--- config.mk ---
export PLATFORM = sky130hd
export DESIGN_NAME = adc_spi_responder
export DESIGN_NICKNAME = d
export VERILOG_FILES = /design/src/rtl/adc_spi_responder_pkg.sv /design/src/rtl/adc_spi_responder_spi_in_sync.sv /design/src/rtl/adc_spi_responder.sv
export SDC_FILE = /design/constraint.sdc
export NUM_CORES = 1
export LEC_CHECK = 0
export ABC_AREA = 1
export CAP_MARGIN = 15
export CORE_MARGIN = 2
export CORE_UTILIZATION = 57
export CTS_CLUSTER_SIZE = 25
export DETAILED_ROUTE_END_ITERATION = 8
export DONT_BUFFER_PORTS = 1
export GPL_ROUTABILITY_DRIVEN = 0
export PLACE_DENSITY = 0.75
export SYNTH_ARGS = -nofsm -noshare
export SYNTH_HDL_FRONTEND = slang
export SYNTH_HIERARCHICAL = 1
export SYNTH_SLANG_ARGS = --single-unit
export TNS_END_PERCENT = 1
--- constraint.sdc ---
create_clock -name clk -period 2.3 [get_ports clk]
set_clock_uncertainty 0.2 [all_clocks]
set_input_delay 0.46 -clock clk [delete_from_list [all_inputs] [get_ports clk]]
set_output_delay 0.46 -clock clk [all_outputs]
set_load 0.02 [all_outputs]
--- src/rtl/adc_spi_responder_pkg.sv ---
// Shared types and constants for the emulated SPI ADC responder.
package adc_spi_responder_pkg;

   typedef enum logic [1:0] {
      ST_IDLE  = 2'd0,
      ST_SHIFT = 2'd1,
      ST_DONE  = 2'd2
   } state_t;

   // Configuration word bit positions
   localparam int CFG_SD_BIT  = 5;
   localparam int CFG_OS_BIT  = 4;
   localparam int CFG_S1_BIT  = 3;
   localparam int CFG_S0_BIT  = 2;
   localparam int CFG_UNI_BIT = 1;
   localparam int CFG_SLP_BIT = 0;

   // Single-ended, channel 0, unipolar, awake
   localparam logic [5:0] CFG_RESET = 6'b100010;

   localparam int N_CHANNELS = 8;

   function automatic logic [2:0] cfg_channel(input logic [5:0] cfg);
      return {cfg[CFG_OS_BIT], cfg[CFG_S1_BIT], cfg[CFG_S0_BIT]};
   endfunction

endpackage

--- src/rtl/adc_spi_responder_spi_in_sync.sv ---
// Multi-flop synchronizer for one asynchronous SPI pin, plus edge detect
// against one extra registered copy of the synchronized value.
module spi_in_sync #(
   parameter int STAGES = 2
) (
   input  logic clk,
   input  logic reset_n,
   input  logic i_d,
   output logic o_q,
   output logic o_rise,
   output logic o_fall
);

   logic [STAGES-1:0] r_sync;
   logic              r_prev;

   // Synchronizer chain and previous-value register
   always_ff @(posedge clk) begin
      if (!reset_n) begin
         r_sync <= '0;
         r_prev <= 1'b0;
      end else begin
         r_sync[0] <= i_d;
         for (int i = 1; i < STAGES; i++) begin
            r_sync[i] <= r_sync[i-1];
         end
         r_prev <= r_sync[STAGES-1];
      end
   end

   assign o_q    = r_sync[STAGES-1];
   assign o_rise = r_sync[STAGES-1] & ~r_prev;
   assign o_fall = ~r_sync[STAGES-1] & r_prev;

endmodule

--- src/rtl/adc_spi_responder.sv ---
// SPI slave that emulates an 8-channel ADC: returns a channel sample per
// frame, selected by the configuration word received in the previous frame.
//
// state    | meaning
// ---------+------------------------------------------------------------
// ST_IDLE  | no frame; adc_dout held 0, waiting for cs_n falling edge
// ST_SHIFT | frame active; din sampled on sclk rise, dout shifted on fall
// ST_DONE  | all result bits sent; sclk ignored, dout 0 until cs_n rises
module adc_spi_responder
   import adc_spi_responder_pkg::*;
#(
   parameter int DATA_BITS   = 12,
   parameter int CFG_BITS    = 6,
   parameter int SYNC_STAGES = 2
) (
   input  logic                      clk,
   input  logic                      reset_n,
   input  logic                      adc_sclk,
   input  logic                      adc_cs_n,
   input  logic                      adc_din,
   output logic                      adc_dout,
   input  logic [8*DATA_BITS-1:0]    ch_value,
   output logic [CFG_BITS-1:0]       cfg_word,
   output logic                      cfg_valid,
   output logic                      short_frame,
   output logic [15:0]               frame_count
);

   // Down-counter of result bits still to be clocked out in this frame
   localparam int                BL_W      = $clog2(DATA_BITS + 1);
   localparam logic [BL_W-1:0]   BL_LOAD   = BL_W'(DATA_BITS);
   localparam logic [BL_W-1:0]   BL_CFG_TC = BL_W'(DATA_BITS - CFG_BITS + 1);
   localparam logic [BL_W-1:0]   BL_ONE    = BL_W'(1);

   state_t                r_state;
   state_t                w_state_nxt;
   logic [DATA_BITS-1:0]  r_res_sr;
   logic [CFG_BITS-1:0]   r_cfg_sr;
   logic [CFG_BITS-1:0]   r_cfg_word;
   logic [CFG_BITS-1:0]   r_pending;
   logic [BL_W-1:0]       r_bits_left;
   logic                  r_cfg_done;
   logic                  r_cfg_valid;
   logic                  r_short;
   logic [15:0]           r_frame_cnt;

   logic w_sclk_q, w_sclk_rise, w_sclk_fall;
   logic w_cs_q, w_cs_rise, w_cs_fall;
   logic w_din_q, w_din_rise, w_din_fall;
   logic w_start, w_end, w_rise_ok, w_fall_ok, w_frame_ok;
   logic [2:0]            w_ch_idx;
   logic [DATA_BITS-1:0]  w_sample;
   logic [DATA_BITS-1:0]  w_result;
   logic [CFG_BITS-1:0]   w_cfg_next;
   logic                  w_unused;

   spi_in_sync #(.STAGES(SYNC_STAGES)) u_sync_sclk (
      .clk(clk), .reset_n(reset_n), .i_d(adc_sclk),
      .o_q(w_sclk_q), .o_rise(w_sclk_rise), .o_fall(w_sclk_fall)
   );

   spi_in_sync #(.STAGES(SYNC_STAGES)) u_sync_cs (
      .clk(clk), .reset_n(reset_n), .i_d(adc_cs_n),
      .o_q(w_cs_q), .o_rise(w_cs_rise), .o_fall(w_cs_fall)
   );

   spi_in_sync #(.STAGES(SYNC_STAGES)) u_sync_din (
      .clk(clk), .reset_n(reset_n), .i_d(adc_din),
      .o_q(w_din_q), .o_rise(w_din_rise), .o_fall(w_din_fall)
   );

   assign w_unused = &{1'b0, w_sclk_q, w_cs_q, w_din_rise, w_din_fall,
                       r_pending[CFG_SD_BIT]};

   // A cs_n rise takes priority over any sclk edge seen in the same clk
   assign w_start    = (r_state == ST_IDLE) & w_cs_fall;
   assign w_end      = (r_state != ST_IDLE) & w_cs_rise;
   assign w_rise_ok  = (r_state == ST_SHIFT) & w_sclk_rise & ~w_cs_rise;
   assign w_fall_ok  = (r_state == ST_SHIFT) & w_sclk_fall & ~w_cs_rise;
   assign w_frame_ok = w_end & r_cfg_done;
   assign w_cfg_next = {r_cfg_sr[CFG_BITS-2:0], w_din_q};
   assign w_ch_idx   = cfg_channel(r_pending[5:0]);

   // Result word from the pending configuration and the live channel inputs
   always_comb begin
      w_sample = '0;
      for (int i = 0; i < N_CHANNELS; i++) begin
         if (w_ch_idx == 3'(i)) begin
            w_sample = ch_value[i*DATA_BITS +: DATA_BITS];
         end
      end
      w_result = w_sample;
      if (!r_pending[CFG_UNI_BIT]) begin
         w_result[DATA_BITS-1] = ~w_sample[DATA_BITS-1];
      end
      if (r_pending[CFG_SLP_BIT]) begin
         w_result = '0;
      end
   end

   // State register
   always_ff @(posedge clk) begin
      if (!reset_n) begin
         r_state <= ST_IDLE;
      end else begin
         r_state <= w_state_nxt;
      end
   end

   // Next-state logic
   always_comb begin
      w_state_nxt = r_state;
      case (r_state)
         ST_IDLE: begin
            if (w_cs_fall) w_state_nxt = ST_SHIFT;
         end
         ST_SHIFT: begin
            if (w_cs_rise) begin
               w_state_nxt = ST_IDLE;
            end else if (w_sclk_rise && (r_bits_left == BL_ONE)) begin
               w_state_nxt = ST_DONE;
            end
         end
         ST_DONE: begin
            if (w_cs_rise) w_state_nxt = ST_IDLE;
         end
         default: w_state_nxt = ST_IDLE;
      endcase
   end

   // Shift registers, configuration capture, pulses and frame counter.
   // The counter is written every cycle so it always reloads from itself.
   always_ff @(posedge clk) begin
      if (!reset_n) begin
         r_res_sr    <= '0;
         r_cfg_sr    <= '0;
         r_cfg_word  <= CFG_BITS'(CFG_RESET);
         r_pending   <= CFG_BITS'(CFG_RESET);
         r_bits_left <= '0;
         r_cfg_done  <= 1'b0;
         r_cfg_valid <= 1'b0;
         r_short     <= 1'b0;
         r_frame_cnt <= '0;
      end else begin
         r_cfg_valid <= 1'b0;
         r_short     <= 1'b0;
         r_frame_cnt <= r_frame_cnt + {15'd0, w_frame_ok};
         if (w_start) begin
            r_res_sr    <= w_result;
            r_cfg_sr    <= '0;
            r_bits_left <= BL_LOAD;
            r_cfg_done  <= 1'b0;
         end else if (w_end) begin
            r_short <= ~r_cfg_done;
         end else if (w_rise_ok) begin
            r_cfg_sr    <= w_cfg_next;
            r_bits_left <= r_bits_left - BL_ONE;
            if (r_bits_left == BL_CFG_TC) begin
               r_cfg_word  <= w_cfg_next;
               r_pending   <= w_cfg_next;
               r_cfg_valid <= 1'b1;
               r_cfg_done  <= 1'b1;
            end
         end else if (w_fall_ok) begin
            r_res_sr <= {r_res_sr[DATA_BITS-2:0], 1'b0};
         end
      end
   end

   assign adc_dout    = (r_state == ST_SHIFT) & r_res_sr[DATA_BITS-1];
   assign cfg_word    = r_cfg_word;
   assign cfg_valid   = r_cfg_valid;
   assign short_frame = r_short;
   assign frame_count = r_frame_cnt;

endmodule

* Word-level counts from Yosys, hierarchy flattened
Index checks and enable logic that the tools add are counted.
Word-level totals: bits in registers 56, input bits 101
Operators by class: add/sub/neg operators 2, equality and inequality tests 16, muxes and demuxes 23, bitwise logic cells 23, reduce and logical (&&, ||, !) cells 15
Operator list (count):
- $mux 12 | 13
- $add 16x1->16 | 1
- $and 1x1->1 | 12
- $eq 3x3->1 const B | 4
- $mux 4 | 3
- $not 1->1 | 11
- $reduce_and 3->1 | 3
- $mux 2 | 4
- $ne 2x2->1 const B | 4
- $eq 3x2->1 const B | 2
- $pmux 2 s3 | 1
- $reduce_bool 2->1 | 3
- $eq 4x1->1 const B | 1
- $eq 4x3->1 const B | 1
- $reduce_and 2->1 | 2
- $reduce_and 4->1 | 1
- $reduce_or 4->1 | 1
- $sub 4x1->4 const B | 1
- $eq 3x1->1 const B | 1
- $logic_not 3->1 | 1
- $ne 3x2->1 const B | 1
- $reduce_or 3->1 | 1
- $eq 2x1->1 const B | 1
- $eq 2x2->1 const B | 1
- other kinds (4) | 5

* Depth between registers and ports, before layout
Gate-level depths: netlist of the first run.
depth after elaboration 13, mapped depth 18

* Hierarchy
Netlist of the first run, hierarchy kept.
Modules (own cells, without submodules):
- adc_spi_responder | times used 1, cells an instance 433, area each 2817.7 sq um
- spi_in_sync | times used 3, cells an instance 13, area each 100.1 sq um

* Least setup slack after synthesis of the first run
No wires, ideal clock.
path type flip-flop to flip-flop, from register u_sync_cs.r_sync[1], to register r_frame_cnt[12] (netlist: frame_count[12]), library setup time 132 ps, arrival 1927 ps, setup slack 41 ps, cell stages (with the launch flop) 17, path buffers 0, period minus slack after synthesis 2259 ps, cells stage by stage dfxtp_1 > inv_1 > nor2_2 > nand2_1 > nor2_1 > ha_1 > ha_1 > nand2_1 > inv_2 > nand2_2 > nor3_4 > nand2_2 > nor3_2 > nand2_1 > nor2_4 > nand2_1 > nor3b_2
Between the ends: cells in the longest elaborated chain, start to end 4
Ends and longest elaborated chain:
- start: declaration | line adc_spi_responder_spi_in_sync.sv:14 | logic [STAGES-1:0] r_sync;
- start signal: indexed assignment | line adc_spi_responder_spi_in_sync.sv:25 | r_sync[i] <= r_sync[i-1];
- $and 1x1->1 | line adc_spi_responder_spi_in_sync.sv:32 | assign o_rise = r_sync[STAGES-1] & ~r_prev;
- net w_cs_rise | line adc_spi_responder.sv:48 | logic w_cs_q, w_cs_rise, w_cs_fall;
- $and 1x1->1 | line adc_spi_responder.sv:77 | assign w_end = (r_state != ST_IDLE) & w_cs_rise;
- $and 1x1->1 | line adc_spi_responder.sv:80 | assign w_frame_ok = w_end & r_cfg_done;
- $add 16x1->16 | line adc_spi_responder.sv:147 | r_frame_cnt <= r_frame_cnt + {15'd0, w_frame_ok};
- end signal: assignment | line adc_spi_responder.sv:147
- end: declaration | line adc_spi_responder.sv:45 | logic [15:0] r_frame_cnt;
The timed path passes the listed nets, and every way through them passes these cells. A chain may end at the register's enable or synchronous reset.

* Final worst setup path of the first run
from register u_sync_cs.r_sync[1], to register r_frame_cnt[14] (netlist: frame_count[14])
The elaborated chain is that of the path after synthesis.

==> qor_table.md, run 1 <==
| Stage | Result | This run |
| --- | --- | --- |
| setup path | Arrival time worst endpoint | 2.28 ns |
| detailed routing | Avg Vias per Cell | 5.53 |
| layout | Count of nets after finishing | 580 |
| detailed routing | Number of detailed-routing iterations run before antenna repair | 4 |
| timing | Rel. slew slack | 0.697 |
| setup path | Worst Setup Path Type | flop to flop |
| layout | Growth of design area from synthesis to finish | 7.37% |
| detailed routing | Number of remaining DRC errors | 0 |
| floorplan | Die width | 77.4 um |
| yosys | Post-Syn Instances | 465 |
| layout | Post-route core utilization | 0.642 |
| global routing | Overall global routing resource usage | 0.248 |
| detailed routing | Post-route antenna net violation count | 0 |
| pwr | Switching Power | 0.370 mW |
| setup path | Crit path launch | u_sync_cs/r_sync[1] |
| clock tree | Post-cts hold buffer count | 0 |
| setup path | Worst path max stage delay | 0.34 ns |
| min path | HP Start | reset_n |
| detailed routing | Via Count | 3007 |
| setup path | Highest-delay cell along the critical path | dfxtp_1 |
| timing | Setup violators final | 0 |
| flow run | Total of max-cap violations | 0 |
| timing | Max frequency | 437 MHz |
| global routing | Sum of overflow across all layers after global routing | 0 |
| setup path | Element type at the critical path end | flop |
| pwr | Sequential share of power | 0.619 |
| min path | Kind of path behind the tightest hold check | input pin to flop |
| pwr | Total power | 1.61 mW |
| layout | Number of diodes added for antenna fixing | 0 |
| pwr | Combinational power share | 0.069 |
| detailed routing | Routed wire length | 7420 um |
| clock tree | Number of cells upsized or downsized after cts | 2 |
| place | Placed Cells | 536 |
| floorplan | Std-Cell Rows | 26 |
| floorplan | Core Footprint | 0.00514 mm^2 |
| yosys | Nets in the synthesized netlist | 571 |
| setup path | CP max FO | 4 |
| floorplan | DIE HEIGHT | 77.4 um |
| timing | Final Hold Viols | 0 |
| layout | Layout cells sized above 1 | 0.112 |
| detailed routing | First DRT Iteration DRCs | 123 |
| pwr | Int Pwr | 1.24 mW |
| place | Cell Area, Placed | 0.00321 mm^2 |
| detailed routing | Average detailed-routed wire length per instance | 13.6 um |
| clock tree | Post-CTS Setup Repair Bufs | 0 |
| yosys | Number of warnings reported in the yosys synthesis log | 6 |
| pwr | Proportion of total power due to net switching | 0.229 |
| timing | Hold Worst Slack | 0.0475 ns |
| setup path | Beginning of the worst register-to-register path | u_sync_cs/r_sync[1] |
| pwr | Peak ir drop on the vdd network | 492 uV |
| setup path | Critical path data required time | 2.29 ns |
| layout | Non-filler cells, final | 544 |
| clock tree | Deepest clock path buffer count | 2 |
| setup path | Critical-path cell list | inv_1 > nor2_2 > nand2_1 > nor2_1 > ha_1 > ha_1 > nand2_1 > inv_2 > nand2_2 > nor3_4 > nand2_2 > nor3_4 > nand2_2 > nor2_4 > nand3_1 > nand2_1 > nor2_2 |
| floorplan | Count of pins on the block boundary | 126 |
| global routing | Global-route wire length before repair | 12200 um |
| timing | Final slew viol count | 0 |
| place | Total of buffers placed on input and output ports | 0 |
| timing | Slew of the pin with the lowest slew margin | 0.454 ns |
| global routing | Pin count of the biggest net entering global routing | 39 |
| yosys | Mapped Area | 0.00307 mm^2 |
| clock tree | CTS buffer count | 5 |
| global routing | Via count of the first global-routing pass | 2760 |
| clock tree | CTS tree | built |
| pwr | Share of power burned in the clock network | 0.311 |
| global routing | Antenna violations before repair | 0 |
| timing | Unrepaired setup endpoints after global routing | true |
| clock tree | Clk Tree Root Cell | clkbuf_8 |
| clock tree | H-Tree Depth | 2 |
| pwr | Cell leakage power | 1.47 nW |
| layout | Finished Cell Area | 0.00330 mm^2 |
| yosys | Post-synthesis average cell area | 6.61 um^2 |
| status | Status | complete, no violations |
| place | Detailed placement HPWL | 5730 um |
| floorplan | Starting density of the core | 0.598 |
| clock tree | Clk slew on worst S/H paths | 0.09 ns |
| pwr | Cell area power density | 489 mW/mm^2 |
| clock tree | Clk_lat worst skew | 0.30 ns |
| clock tree | Num Clock Sinks | 56 |
| setup path | Kind of start point of the critical path | flop |
| timing | Final critical path time including I/O delays and setup | 2.29 ns |
| timing | Final cycle utilization of the critical path | 0.996 |
| floorplan | Die Outline Area | 0.00599 mm^2 |
==> state kept, by name, summed over array words and instances, names as in the netlist, 2 cells and up <==
signal              cells
frame_count            16
r_state                 2
r_res_sr               12
u_sync_din/r_sync       2
u_sync_sclk/r_sync      2
u_sync_cs/r_sync        2
r_cfg_sr                5
r_pending               6
r_bits_left             4
==> critical path: cells and delay by family (launching register included) <==
family	cells	cell delay, ns
simple gates	13	1.18
flops	1	0.34
fa+ha+maj	2	0.33
buf+inv	2	0.12
==> per-layer routing <==
metal | vias up | routed length [um] | GRT usage
li1 | 1530 | - | -
met2 | 91 | 3490 | 0.403
met3 | 16 | 518 | 0.0674
met5 | - | 0 | 0
met1 | 1370 | 3280 | 0.320
met4 | 0 | 134 | 0.0804
==> power by group through the flow <==
stage / Clock, mW / Combinational, mW / Sequential [mW]
2_1_floorplan: 0 / 0.0890 / 1.02
3_3_place_gp: 0 / 0.109 / 1.02
3_5_place_dp: 0 / 0.111 / 1.02
4_1_cts: 0.520 / 0.112 / 1.00
5_1_grt: 0.545 / 0.130 / 1.00
6_report: 0.502 / 0.112 / 1.00
==> cell usage in the layout (no fill, tap or decap), drive strengths merged, types with 2 or more instances in the layout <==
cell and count:
buf 19, a21oi 53, nand3 35, nor2 44, inv 54, a31oi 2, ha 5, o21ai 45
dfxtp 56, nand2 123, nand4 7, o211ai 3, nor3 9, clkbuf 6, nor3b 2, or2 4
==> per-stage QoR <==
stage	worst slack (ns)	setup TNS [ns]
2_1_floorplan	0.0410	0
3_3_place_gp	0.0317	0
3_5_place_dp	-0.0247	-0.0423
4_1_cts	-0.0126	-0.0192
5_1_grt	-0.186	-0.572
6_report	0.0103	0
==> path summary, 6_finish.rpt <==
check / cells past startpoint / slack [ns] / endpoint
max: 17 / 0.01 / frame_count[14]
min: 2 / 0.05 / u_sync_cs/r_sync[1]
max reg2reg: 17 / 0.01 / frame_count[14]
min reg2reg: 2 / 0.22 / u_sync_cs/r_sync[1]
==> final cells by class <==
| class | count | area, um^2 |
|---|---|---|
| fillers | 524 | 1840 |
| multi-input cells | 338 | 1670 |
| flip-flops and latches | 56 | 1120 |
| inverters | 54 | 203 |
| repair buffers | 19 | 140 |
| well taps | 70 | 87.6 |
| clock buffers | 6 | 72.6 |
| clock inverters | 1 | 5.00 |
Note: power is estimated with default switching activity, not from simulation.
==> run 2: changes to the inputs <==
--- a/config.mk
+++ b/config.mk
@@ -8,12 +8,12 @@
 export ABC_AREA = 1
 export CAP_MARGIN = 15
 export CORE_MARGIN = 2
-export CORE_UTILIZATION = 57
+export CORE_UTILIZATION = 60
 export CTS_CLUSTER_SIZE = 25
 export DETAILED_ROUTE_END_ITERATION = 8
 export DONT_BUFFER_PORTS = 1
 export GPL_ROUTABILITY_DRIVEN = 0
-export PLACE_DENSITY = 0.75
+export PLACE_DENSITY = 0.76
 export SYNTH_ARGS = -nofsm -noshare
 export SYNTH_HDL_FRONTEND = slang
 export SYNTH_HIERARCHICAL = 1
==> constraint.sdc (replaced) <==
create_clock -name clk -period 2.4 [get_ports clk]
set_clock_uncertainty 0.2 [all_clocks]
set_input_delay 0.48 -clock clk [delete_from_list [all_inputs] [get_ports clk]]
set_output_delay 0.48 -clock clk [all_outputs]
set_load 0.02 [all_outputs]
==> run 2 against run 1 <==
Effect of this change:
- core utilization up 1.6 points
- sequential power shrank 4%
- maximum frequency decreased by 3.4%
- combinational power is 5% lower
- clock power is 6.2% higher
- critical path type unchanged
- critical endpoint is now frame_count[12]
==> qor_table.md, run 2 (synthesis results as in run 1) <==
| Stage | Result | This run |
| --- | --- | --- |
| timing | Slew of the pin with the lowest slew margin | 0.473 ns |
| clock tree | CTS buffer count | 5 |
| global routing | Global-route wire length before repair | 11200 um |
| layout | Commonest non-fill, non-tap cell in the layout | nand2_1 |
| detailed routing | Average detailed-routed wire length per instance | 13.5 um |
| global routing | Via count of the first global-routing pass | 2628 |
| timing | Setup violators final | 0 |
| place | Detailed placement HPWL | 5670 um |
| pwr | Cell leakage power | 1.45 nW |
| detailed routing | Avg Vias per Cell | 5.52 |
| detailed routing | Number of remaining DRC errors | 0 |
| flow run | Total of max-cap violations | 0 |
| layout | Growth of design area from synthesis to finish | 7.21% |
| clock tree | Num Clock Sinks | 56 |
| setup path | Critical-path cell list | inv_1 > nor2_2 > nand2_1 > nor2_1 > ha_1 > ha_2 > nand2_1 > inv_2 > nand2_2 > nor3_4 > nand2_2 > nor3_4 > nand2_2 > nor2_4 > nand2_1 > nor3b_2 |
| pwr | Proportion of total power due to net switching | 0.231 |
| setup path | Arrival time worst endpoint | 2.37 ns |
| min path | Kind of path behind the tightest hold check | input pin to flop |
| setup path | CP max FO | 4 |
| detailed routing | Routed wire length | 7300 um |
| setup path | Critical path data required time | 2.39 ns |
| layout | Finished Cell Area | 0.00329 mm^2 |
| timing | Final Hold Viols | 0 |
| timing | Rel. slew slack | 0.685 |
| clock tree | H-Tree Depth | 2 |
| timing | Max frequency | 422 MHz |
| clock tree | Post-cts hold buffer count | 0 |
| floorplan | Die width | 75.6 um |
| status | Status | complete, no violations |
| pwr | Combinational power share | 0.067 |
| global routing | Antenna violations before repair | 0 |
| pwr | Int Pwr | 1.23 mW |
| clock tree | CTS tree | built |
| global routing | Sum of overflow across all layers after global routing | 0 |
| setup path | Highest-delay cell along the critical path | dfxtp_2 |
| timing | Final critical path time including I/O delays and setup | 2.37 ns |
| clock tree | Clk Tree Root Cell | clkbuf_8 |
| floorplan | Core Footprint | 0.00501 mm^2 |
| setup path | Element type at the critical path end | flop |
| detailed routing | Post-route antenna net violation count | 0 |
| clock tree | Clk_lat worst skew | 0.31 ns |
| layout | Number of diodes added for antenna fixing | 0 |
| detailed routing | First DRT Iteration DRCs | 173 |
| layout | Count of nets after finishing | 576 |
| global routing | Pin count of the biggest net entering global routing | 39 |
| floorplan | Count of pins on the block boundary | 126 |
| pwr | Switching Power | 0.369 mW |
| layout | Leading cell types in the layout, fill and taps excluded | nand2_1, dfxtp_1, a21oi_1 |
| floorplan | Die Outline Area | 0.00571 mm^2 |
| floorplan | Starting density of the core | 0.613 |
| timing | Final slew viol count | 0 |
| place | Total of buffers placed on input and output ports | 0 |
| pwr | Sequential share of power | 0.600 |
| timing | Unrepaired setup endpoints after global routing | true |
| floorplan | Std-Cell Rows | 26 |
| detailed routing | Via Count | 2987 |
| global routing | Overall global routing resource usage | 0.252 |
| timing | Setup TNS | 0 ns |
| setup path | Worst Setup Path Type | flop to flop |
| clock tree | Clk slew on worst S/H paths | 0.10 ns |
| pwr | Cell area power density | 485 mW/mm^2 |
| pwr | Share of power burned in the clock network | 0.334 |
| timing | Final cycle utilization of the critical path | 0.988 |
| setup path | Worst path max stage delay | 0.34 ns |
| detailed routing | Number of detailed-routing iterations run before antenna repair | 5 |
| layout | Layout cells sized above 1 | 0.113 |
| layout | Flip-flop count of the largest register, all copies and words added | 16 |
| clock tree | Deepest clock path buffer count | 2 |
| setup path | Kind of start point of the critical path | flop |
| floorplan | DIE HEIGHT | 75.6 um |
| place | Cell Area, Placed | 0.00318 mm^2 |
| pwr | Peak ir drop on the vdd network | 449 uV |
run 2: changes by cell type in the layout (fill, tap and decap cells not counted):
cell,before,now
buf_4,18,14
buf_2,1,0
clkbuf_1,1,0
clkbuf_4,0,1
clkbuf_8,5,6
dfxtp_1,56,55
dfxtp_2,0,1
ha_1,5,4
ha_2,0,1
inv_6,0,1
run 2: power groups by stage:
stage | registers (mW) | clock network (mW) | logic (mW)
floorplan | 0.979 | 0 | 0.0853
global placement | 0.979 | 0 | 0.103
detailed placement | 0.980 | 0 | 0.106
CTS | 0.959 | 0.548 | 0.106
global route | 0.961 | 0.573 | 0.124
finish | 0.958 | 0.533 | 0.106
run 2: worst max-delay path, delay by kind of cell (launching register included):
family,cells,cell delay (ns)
adder cells (fa/ha/maj),2,0.35
buffers and inverters,2,0.12
AND/OR/NAND/NOR,12,1.24
flip-flops,1,0.34
run 2: path summary, 6_finish.rpt:
| kind | endpoint | slack, ns | from | cells past startpoint |
|---|---|---|---|---|
| max | frame_count[12] | 0.03 | u_sync_cs/r_sync[1] | 16 |
| min | r_pending[5] | 0.06 | reset_n | 1 |
| max reg2reg | frame_count[12] | 0.03 | u_sync_cs/r_sync[1] | 16 |
| min reg2reg | u_sync_cs/r_sync[1] | 0.21 | u_sync_cs/r_sync[0] | 2 |
run 2: per-stage QoR:
| stage | cells | setup WS [ns] | power (mW) | hold WS (ns) | utilization |
|---|---|---|---|---|---|
| finish | 541 | 0.0295 | 1.60 | 0.0633 | 0.658 |
| global placement | 532 | 0.0878 | 1.08 | 0.196 | 0.634 |
| detailed placement | 532 | -0.0251 | 1.09 | 0.200 | 0.634 |
| CTS | 540 | 0.0197 | 1.61 | 0.0494 | 0.656 |
| floorplan | 465 | 0.141 | 1.06 | 0.190 | - |
| global route | 541 | -0.221 | 1.66 | 0.0493 | 0.658 |
run 2: timing repair:
item	CTS	global route
buffers inserted	0	0
setup endpoints to repair	2	4
gates resized for setup	3	1
run 2: per-layer routing:
metal	global-route usage	part of all wire
met1	0.329	0.43
met2	0.417	0.47
met3	0.0608	0.077
met5	0	0
met4	0.0682	0.019
run 2: final cells by class:
| type | count | area (um^2) |
|---|---|---|
| clock inverter | 2 | 13.8 |
| tap | 70 | 87.6 |
| clock buffer | 6 | 82.6 |
| inverter | 54 | 203 |
| fill | 485 | 1720 |
| multi-input combinational | 338 | 1670 |
| sequential | 56 | 1120 |
| timing repair buffer | 15 | 113 |
==> run 3: changes to the inputs <==
--- a/config.mk
+++ b/config.mk
@@ -7,6 +7,7 @@
 export LEC_CHECK = 0
 export ABC_AREA = 1
 export CAP_MARGIN = 15
+export CORE_ASPECT_RATIO = 0.8
 export CORE_MARGIN = 2
 export CORE_UTILIZATION = 60
 export CTS_CLUSTER_SIZE = 25
==> run 3 against run 2 <==
Effect of this change:
- sequential power hardly changed
- cell count is 1.8% lower
- clock power is 4.5% lower
- global-route usage is 0.42 points higher
- register-to-register slack hardly changed
- sequential share of layout area is 0.38 points higher
- setup slack worse by 0.012 ns
- largest power group unchanged
- combinational power hardly changed
==> qor_table.md, run 3 (synthesis results as in run 1) <==
| Stage | Result | This run |
| --- | --- | --- |
| detailed routing | Number of remaining DRC errors | 0 |
| pwr | Total power | 1.57 mW |
| min path | Kind of path behind the tightest hold check | input pin to flop |
| clock tree | H-Tree Depth | 2 |
| global routing | Via count of the first global-routing pass | 2675 |
| layout | Post-route core utilization | 0.654 |
| layout | Fill cells | 472 |
| global routing | Global-route wire length before repair | 11800 um |
| place | Placed Cells | 523 |
| detailed routing | First DRT Iteration DRCs | 129 |
| timing | Setup TNS | 0 ns |
| setup path | Critical path data required time | 2.38 ns |
| clock tree | Num Clock Sinks | 56 |
| layout | Layout cells sized above 1 | 0.107 |
| layout | Count of nets after finishing | 574 |
| clock tree | CTS buffer count | 5 |
| setup path | CP max FO | 4 |
| global routing | Sum of overflow across all layers after global routing | 0 |
| pwr | Cell leakage power | 1.44 nW |
| timing | Max frequency | 420 MHz |
| floorplan | Core Footprint | 0.00498 mm^2 |
| timing | Final slew viol count | 0 |
| layout | Number of diodes added for antenna fixing | 0 |
| timing | Final critical path time including I/O delays and setup | 2.38 ns |
| clock tree | Clk slew on worst S/H paths | 0.10 ns |
| clock tree | Post-cts hold buffer count | 0 |
| timing | Setup ws final | 0.0173 ns |
| layout | Leading cell types in the layout, fill and taps excluded | nand2_1, dfxtp_1, a21oi_1 |
| timing | Final Hold Viols | 0 |
| detailed routing | Average detailed-routed wire length per instance | 13.4 um |
| clock tree | Deepest clock path buffer count | 2 |
| pwr | Cell area power density | 483 mW/mm^2 |
| setup path | Kind of start point of the critical path | flop |
| clock tree | Clk_lat worst skew | 0.31 ns |
| place | Worst setup timing slack at the placement stage | 0.00278 ns |
| layout | Growth of design area from synthesis to finish | 6.03% |
| layout | Commonest non-fill, non-tap cell in the layout | nand2_1 |
| setup path | Arrival time worst endpoint | 2.37 ns |
| timing | Setup violators final | 0 |
| global routing | Antenna violations before repair | 0 |
| timing | Slew of the pin with the lowest slew margin | 0.490 ns |
| detailed routing | Via Count | 2950 |
| floorplan | DIE HEIGHT | 68.0 um |
| layout | Flip-flop count of the largest register, all copies and words added | 16 |
| floorplan | Std-Cell Rows | 23 |
| global routing | Overall global routing resource usage | 0.256 |
| global routing | Pin count of the biggest net entering global routing | 39 |
| floorplan | Die Outline Area | 0.00571 mm^2 |
| timing | Unrepaired setup endpoints after global routing | true |
| detailed routing | Routed wire length | 7110 um |
| clock tree | Clk Tree Root Cell | clkbuf_8 |
| detailed routing | Post-route antenna net violation count | 0 |
| status | Status | complete, no violations |
| pwr | Peak ir drop on the vdd network | 466 uV |
| place | Detailed placement HPWL | 5550 um |
| flow run | Total of max-cap violations | 0 |
| layout | Non-filler cells, final | 531 |
| floorplan | Starting density of the core | 0.617 |
| place | Total of buffers placed on input and output ports | 0 |
| clock tree | CTS tree | built |
| timing | Final cycle utilization of the critical path | 0.993 |
| floorplan | Count of pins on the block boundary | 126 |
| detailed routing | Number of detailed-routing iterations run before antenna repair | 5 |
| setup path | Worst Setup Path Type | flop to flop |
| detailed routing | Avg Vias per Cell | 5.56 |
| clock tree | Post-CTS Setup Repair Bufs | 0 |
| setup path | Element type at the critical path end | flop |
| floorplan | Die width | 84.0 um |
| timing | Rel. slew slack | 0.673 |
[run 3: power by group]
| part | internal (mW) | switching [mW] |
|---|---|---|
| clock | 0.204 | 0.305 |
| sequential | 0.949 | 0.00946 |
| combinational | 0.0434 | 0.0631 |
| total | 1.20 | 0.377 |
[run 3: per-layer routing]
metal / track usage / vias to the layer above / part of all wire
met5: 0 / - / 0
met4: 0.0706 / 0 / 0.0094
met3: 0.0772 / 10 / 0.065
met2: 0.419 / 95 / 0.46
met1: 0.334 / 1319 / 0.47
li1: - / 1526 / -
[run 3: stage by stage]
| step | instance area [um^2] | hold slack (ns) |
|---|---|---|
| CTS | 3260 | 0.0428 |
| global route | 3260 | 0.0324 |
| detailed placement | 3160 | 0.203 |
| global placement | 3160 | 0.197 |
| floorplan | 3070 | 0.190 |
| finish | 3260 | 0.0526 |
[run 3: path summary, 6_finish.rpt]
kind	end	startpoint	cells past startpoint	slack (ns)
worst max-delay path	frame_count[12]	u_sync_cs/r_sync[1]	16	0.02
worst min-delay path	u_sync_cs/r_sync[0]	adc_cs_n	2	0.05
worst max register to register	frame_count[12]	u_sync_cs/r_sync[1]	16	0.02
worst min register to register	u_sync_cs/r_sync[1]	u_sync_cs/r_sync[0]	2	0.21
[run 3: cell type report]
cell class	instances	area [um^2]	area share
Tap cell	62	77.6	0.0238
Multi-Input combinational cell	338	1670	0.513
Timing Repair Buffer	13	97.6	0.0300
Clock buffer	5	68.8	0.0211
Sequential cell	56	1120	0.344
Inverter	54	203	0.0622
Clock inverter	3	18.8	0.00576
[run 3: timing repair]
item	4_1_cts	5_1_grt
endpoints found under the hold margin	0	0
pin swaps	0	0
setup endpoints to repair	2	5
resized for setup	3	0
gates cloned	0	0
[run 3: critical path, cell delays in order, from the launching register on]
cell     delay (ns)
dfxtp_2        0.35
inv_1          0.05
nor2_2         0.09
nand2_1        0.08
nor2_1         0.09
ha_1           0.17
ha_1           0.16
nand2_1        0.06
inv_2          0.07
nand2_2        0.07
nor3_4         0.17
nand2_2        0.11
nor3_4         0.17
nand2_2        0.10
nor2_4         0.12
nand2_1        0.05
nor3b_2        0.15
